<file path="src/rtl/barrett_reduce_pipe_if.sv">
// Streaming handshake bundle for barrett_reduce_pipe: input sample/tag in, reduced sample/tag out.
// master is the environment side and slave is the reducer side.
interface barrett_reduce_pipe_if #(
   parameter int unsigned K     = 12,
   parameter int unsigned TAG_W = 4
);
   logic             in_valid;
   logic             in_ready;
   logic [2*K-1:0]   din;
   logic [TAG_W-1:0] in_tag;
   logic             out_valid;
   logic             out_ready;
   logic [K-1:0]     dout;
   logic [TAG_W-1:0] out_tag;

   modport master (
      output in_valid, din, in_tag, out_ready,
      input  in_ready, out_valid, dout, out_tag
   );

   modport slave (
      input  in_valid, din, in_tag, out_ready,
      output in_ready, out_valid, dout, out_tag
   );
endinterface

</file>
<file path="src/rtl/barrett_reduce_pipe.sv">
// Four-stage pipelined Barrett reducer: dout = din mod Q for din < 2^(2K).
// A single global advance enable freezes every stage under backpressure.
module barrett_reduce_pipe #(
   parameter int unsigned Q     = 4049,
   parameter int unsigned K     = $clog2(Q),
   parameter int unsigned TAG_W = 4
) (
   input  logic                 clk,
   input  logic                 rst_n,
   input  logic                 flush,
   barrett_reduce_pipe_if.slave bus,
   output logic                 busy
);
   localparam int unsigned AW  = 2 * K;
   localparam int unsigned Q1W = K + 1;
   localparam int unsigned MUW = K + 1;
   localparam int unsigned PW  = 2 * K + 3;
   localparam int unsigned Q3W = PW - (K + 1);
   localparam int unsigned QPW = Q3W + K;
   localparam int unsigned RW  = 2 * K + 1;

   // floor(2^(2K)/Q) always fits in K+1 bits because Q >= 2^(K-1)
   localparam logic [MUW-1:0] MU = MUW'((64'd1 << AW) / 64'(Q));
   localparam logic [K-1:0]   QK = K'(Q);

   logic             v1_q, v1_d, v2_q, v2_d, v3_q, v3_d, v4_q, v4_d;
   logic [AW-1:0]    a1_q, a1_d, a2_q, a2_d;
   logic [Q1W-1:0]   q1_q, q1_d;
   logic [PW-1:0]    q2_q, q2_d;
   logic [RW-1:0]    r3_q, r3_d;
   logic [K-1:0]     dout_q, dout_d;
   logic [TAG_W-1:0] t1_q, t1_d, t2_q, t2_d, t3_q, t3_d, t4_q, t4_d;

   logic             en_c;
   logic             accept_c;
   logic [Q3W-1:0]   q3;
   logic [QPW-1:0]   qp;
   logic [RW-1:0]    r_new, r_a, r_b;

   assign en_c         = !v4_q || bus.out_ready;
   assign bus.in_ready = en_c && !flush;
   assign accept_c     = bus.in_valid && bus.in_ready;

   assign bus.out_valid = v4_q;
   assign bus.dout      = dout_q;
   assign bus.out_tag   = t4_q;
   assign busy          = v1_q || v2_q || v3_q || v4_q;

   // Next-state for all stages; data/tag only move when the pipe advances
   always_comb begin
      v1_d   = v1_q;
      v2_d   = v2_q;
      v3_d   = v3_q;
      v4_d   = v4_q;
      a1_d   = a1_q;
      a2_d   = a2_q;
      q1_d   = q1_q;
      q2_d   = q2_q;
      r3_d   = r3_q;
      dout_d = dout_q;
      t1_d   = t1_q;
      t2_d   = t2_q;
      t3_d   = t3_q;
      t4_d   = t4_q;

      q3    = Q3W'(q2_q >> (K + 1));
      qp    = QPW'(q3) * QPW'(QK);
      // q3*Q never exceeds a, so the difference is non-negative and below 3Q
      r_new = RW'({1'b0, a2_q}) - RW'(qp);
      r_a   = (r3_q >= RW'(QK)) ? (r3_q - RW'(QK)) : r3_q;
      r_b   = (r_a  >= RW'(QK)) ? (r_a  - RW'(QK)) : r_a;

      if (en_c) begin
         v1_d   = accept_c;
         a1_d   = bus.din;
         q1_d   = Q1W'(bus.din >> (K - 1));
         t1_d   = bus.in_tag;
         v2_d   = v1_q;
         a2_d   = a1_q;
         q2_d   = PW'(q1_q) * PW'(MU);
         t2_d   = t1_q;
         v3_d   = v2_q;
         r3_d   = r_new;
         t3_d   = t2_q;
         v4_d   = v3_q;
         dout_d = K'(r_b);
         t4_d   = t3_q;
      end

      if (flush) begin
         v1_d = 1'b0;
         v2_d = 1'b0;
         v3_d = 1'b0;
         v4_d = 1'b0;
      end
   end

   always_ff @(posedge clk or negedge rst_n) begin
      if (!rst_n) begin
         v1_q   <= 1'b0;
         v2_q   <= 1'b0;
         v3_q   <= 1'b0;
         v4_q   <= 1'b0;
         a1_q   <= '0;
         a2_q   <= '0;
         q1_q   <= '0;
         q2_q   <= '0;
         r3_q   <= '0;
         dout_q <= '0;
         t1_q   <= '0;
         t2_q   <= '0;
         t3_q   <= '0;
         t4_q   <= '0;
      end else begin
         v1_q   <= v1_d;
         v2_q   <= v2_d;
         v3_q   <= v3_d;
         v4_q   <= v4_d;
         a1_q   <= a1_d;
         a2_q   <= a2_d;
         q1_q   <= q1_d;
         q2_q   <= q2_d;
         r3_q   <= r3_d;
         dout_q <= dout_d;
         t1_q   <= t1_d;
         t2_q   <= t2_d;
         t3_q   <= t3_d;
         t4_q   <= t4_d;
      end
   end
endmodule
</file>
<file path="src/flat_wrapper.sv">
// flat-port wrapper written by rule: the top's interface ports become plain ports
module barrett_reduce_pipe_flat 
#(
   parameter int unsigned Q     = 4049,
   parameter int unsigned K     = $clog2(Q),
   parameter int unsigned TAG_W = 4
)
  (clk, rst_n, flush, busy, bus_in_valid, bus_din, bus_in_tag, bus_out_ready, bus_in_ready, bus_out_valid, bus_dout, bus_out_tag);
  barrett_reduce_pipe_if #(.K(K), .TAG_W(TAG_W)) bus_i ();
  input  logic clk;
  input  logic rst_n;
  input  logic flush;
  output logic busy;
  input wire logic [$bits(bus_i.in_valid)-1:0] bus_in_valid;
  input wire logic [$bits(bus_i.din)-1:0] bus_din;
  input wire logic [$bits(bus_i.in_tag)-1:0] bus_in_tag;
  input wire logic [$bits(bus_i.out_ready)-1:0] bus_out_ready;
  output wire logic [$bits(bus_i.in_ready)-1:0] bus_in_ready;
  output wire logic [$bits(bus_i.out_valid)-1:0] bus_out_valid;
  output wire logic [$bits(bus_i.dout)-1:0] bus_dout;
  output wire logic [$bits(bus_i.out_tag)-1:0] bus_out_tag;
  assign bus_i.in_valid = bus_in_valid;
  assign bus_i.din = bus_din;
  assign bus_i.in_tag = bus_in_tag;
  assign bus_i.out_ready = bus_out_ready;
  assign bus_in_ready = bus_i.in_ready;
  assign bus_out_valid = bus_i.out_valid;
  assign bus_dout = bus_i.dout;
  assign bus_out_tag = bus_i.out_tag;
  barrett_reduce_pipe #(.Q(Q), .K(K), .TAG_W(TAG_W)) u_core (.clk(clk), .rst_n(rst_n), .flush(flush), .bus(bus_i), .busy(busy));
endmodule
</file>
<file path="config.mk">
export PLATFORM = sky130hd
export DESIGN_NAME = barrett_reduce_pipe_flat
export DESIGN_NICKNAME = d
export VERILOG_FILES = /design/src/rtl/barrett_reduce_pipe_if.sv /design/src/rtl/barrett_reduce_pipe.sv /design/src/flat_wrapper.sv
export SDC_FILE = /design/constraint.sdc
export NUM_CORES = 1
export LEC_CHECK = 0
export CAP_MARGIN = 20
export CORE_ASPECT_RATIO = 0.6
export CORE_MARGIN = 2
export CORE_UTILIZATION = 30
export CTS_CLUSTER_SIZE = 40
export DETAILED_ROUTE_END_ITERATION = 8
export HOLD_SLACK_MARGIN = 0.1
export SETUP_SLACK_MARGIN = 0.05
export SLEW_MARGIN = 10
export SYNTH_ARGS = -nofsm -noshare
export SYNTH_HDL_FRONTEND = slang
export SYNTH_SLANG_ARGS = --single-unit
</file>
<file path="constraint.sdc">
create_clock -name clk -period 7 [get_ports clk]
set_input_delay 1.05 -clock clk [delete_from_list [all_inputs] [get_ports clk]]
set_output_delay 1.05 -clock clk [all_outputs]
set_load 0.02 [all_outputs]
</file>
==> qor.log <==
qor: setup_path.timing.critical_path.from_type flop
qor: cts.clock_path_buffers 2
qor: cts.clock_buffer_count_from_cts 17
qor: global_route.grt_usage 13.7%
qor: synth.syn_nets 1,547
qor: setup_path.critPathRequiredTime 7.32 ns
qor: synth.synth_cell_types 77
qor: synth.synthDominantAreaCellType dfrtp_1
qor: timing.final_period_minus_worst_setup_slack 6.09 ns
qor: floorplan.initial_utilization 30.3%
qor: outcome.status finished, final reports clean
qor: synth.yosys_warnings 0
qor: synth.synthesis.area 11,400 sq um
qor: timing.setup_repair_after_global_routing_missed_its_margin false
qor: final_layout.layout_common_cells inv_1, nand2_1, ha_1
qor: global_route.grt_pass1_vias 8,441
qor: placement.gp_routability_congestion 0.858
qor: timing.layout_worst_path_cycle_share 87.0%
qor: cts.worst_setup_hold_path_clk_slew 0.06 ns
qor: routing.routed_wire_length_per_instance 14.1 microns
qor: global_route.wire_length_of_the_first_global_routing_pass 43.6 mm
qor: synth.ys.flop_type dfrtp_1
qor: routing.num_vias 8,428
qor: routing.vias_per_cell 4.62
qor: synth.synth-async-reset-ratio 100%
qor: setup_path.worstPathMaxFanout 4
qor: timing.final_max_slew_viol_count 0
qor: floorplan.design.core.area 37,600 sq um
qor: cts.level_count_of_the_clock_h_tree 4
qor: synth.synth_compound_gate_area_share 12.0%
qor: floorplan.floorplan.rows 55
qor: floorplan.die-area 39,600 sq um
qor: synth.synthDominantCellAreaShare 25.9%
qor: floorplan.die_height 155 microns
qor: cts.tritoncts yes
qor: cts.cts_num_sinks 118
qor: global_route.globalRoute.totalOverflow 0
qor: synth.synth.top_cells.by_area dfrtp_1, fa_1, ha_1
qor: placement.port-buffer-count 51
qor: cts.post-cts-setup-buffer-count 0
qor: timing.setup_tns_final 0 ns
qor: final_layout.final_common_cell inv_1
qor: timing.fmaxAchievable 164 MHz
qor: min_path.worst_hold_path_type flop to flop
qor: final_layout.insertedDiodeCount 0
qor: synth.yosys.area_share.simple 14.4%
qor: synth.synth_area_per_cell 9.04 sq um
qor: synth.main_combinational_cell_family_by_area_after_synthesis adder cells
qor: routing.detail_route.first_pass.iterations 6
qor: routing.drt_iter0_markers 575
qor: synth.synthMuxAreaShare 0.176%
qor: global_route.grt_antenna_before_repair 0
qor: final_layout.final_net_count 1,585
qor: routing.antenna_left 0
qor: cts.hold_buffers 0
qor: timing.max-slew-margin-rel 42.0%
qor: setup_path.worst_setup_path_end_kind flop
qor: setup_path.worstSetupPathType flop to flop
qor: synth.post_synth_fa_ha_maj_area_fraction 35.1%
qor: cts.clkLatencyLatePin 0.43 ns
qor: timing.max_slew.worst_pin.slew 0.870 ns
qor: final_layout.syn2layout_area_growth 15.7%
qor: placement.place_hpwl 20.3 mm
qor: cts.cts-resized-gates 0
qor: synth.synth-seq-cells 118
qor: timing.setup-violations-final 0
qor: synth.synth_cells 1,260
qor: final_layout.drive_gt1_share 4.42%
qor: floorplan.io_pins 52
qor: timing.skew 0.00931 ns
qor: run.max-cap-violations 0
qor: synth.synth-edff-count 0
qor: routing.postRouteWirelength 25.7 mm
qor: routing.detail_route.drc_violations 0
qor: synth.ys_seq_area_share 25.9%
qor: synth.post_synth_xor_area_fraction 2.92%
qor: cts.cts.root.buffer_cell clkbuf_16
qor: floorplan.die_width 255 microns
qor: setup_path.worstPathArrival 6.41 ns
qor: timing.final-hold-violation-count 0
qor: global_route.grt_start_max_net_pins 84
metrics by stage:
| stage | instances | setup slack (ns) | hold WS (ns) | utilization [%] | instance area, sq um |
|---|---|---|---|---|---|
| 3_5_place_dp | 1792 | 0.972 | 0.456 | 33.1 | 12400 |
| 3_3_place_gp | 1792 | 1.11 | 0.450 | 33.1 | 12400 |
| 2_1_floorplan | 1260 | 1.52 | 0.439 | - | 11400 |
| 4_1_cts | 1824 | 0.937 | 0.471 | 35.1 | 13200 |
| 5_1_grt | 1824 | 0.485 | 0.484 | 35.1 | 13200 |
| 6_report | 1824 | 0.913 | 0.465 | 35.1 | 13200 |
critical path: stages, from the launching register on:
cell	delay, ns
dfrtp_1	0.43
inv_1	0.14
fa_1	0.61
inv_1	0.08
fa_1	0.54
inv_1	0.06
fa_1	0.50
fa_1	0.54
inv_1	0.05
fa_1	0.52
inv_1	0.04
ha_1	0.35
and3_1	0.24
a221oi_1	0.45
o21bai_1	0.13
a31oi_1	0.31
o21ai_0	0.18
o31a_1	0.32
nor2b_1	0.16
nor3_1	0.06
a211oi_1	0.26
state kept, by name, summed over array words and instances (netlist names), 4 cells and up:
signal	count
u_core.a2_q	24
u_core.t2_q	4
u_core.t3_q	4
u_core.t1_q	4
u_core.bus.dout	12
u_core.bus.out_tag	4
u_core.q1_q	13
u_core.r3_q	25
u_core.q2_q	13
u_core.a1_q	11
layer usage:
metal | up-vias | wire length (microns) | GRT usage, %
met3 | 15 | 1260 | 3.01
met1 | 4086 | 13900 | 21.1
met4 | 0 | 172 | 2.65
li1 | 4168 | - | -
met5 | - | 0 | 0
met2 | 159 | 10400 | 19.4
cell families (layout without fill, tap and decap cells):
| logic type | Yosys count | after routing |
|---|---|---|
| XOR/XNOR | 38 | 38 |
| AND/OR/NAND/NOR | 355 | 355 |
| flip-flops | 118 | 118 |
| buffers and inverters | 282 | 333 |
| AO/OA/AOI/OAI | 211 | 211 |
| multiplexers | 2 | 2 |
| adder cells (fa/ha/maj) | 254 | 254 |
synthesized netlist by cell type (all sizes together), types with 6 or more instances:
master	n
xnor2	24
o22ai	6
o21a	8
or3	10
a21oi	55
nand2b	8
nand2	185
clkbuf	33
dfrtp	118
and3	10
fa	109
nand4	7
inv	244
nor3	19
a31oi	8
o21ai	70
nand3	23
or2	6
nor2	51
or4	6
a21o	8
ha	145
xor2	14
a211oi	8
path summary, 6_finish.rpt:
check,start,endpoint,slack [ns],cells past startpoint
max reg2reg,u_core.q2_q[18],u_core.r3_q[24],0.91,20
max in group asynchronous,rst_n,u_core.a2_q[21],4.98,2
min,u_core.a1_q[2],u_core.a1_q[2],0.46,2
min reg2reg,u_core.a1_q[2],u_core.a1_q[2],0.46,2
min in group asynchronous,rst_n,u_core.a2_q[3],0.67,1
max,u_core.q2_q[18],u_core.r3_q[24],0.91,20
cell type report:
cell class,instances,area (sq um)
Clock buffer,19,443
Clock inverter,13,299
Fill cell,3814,24400
Inverter,244,916
Multi-Input combinational cell,860,7360
Sequential cell,118,2950
Tap cell,513,642
Timing Repair Buffer,57,553
Power is left out: the tool's default activity adds up to more than one toggle a clock period on the data nets, which glitch-free logic cannot reach.
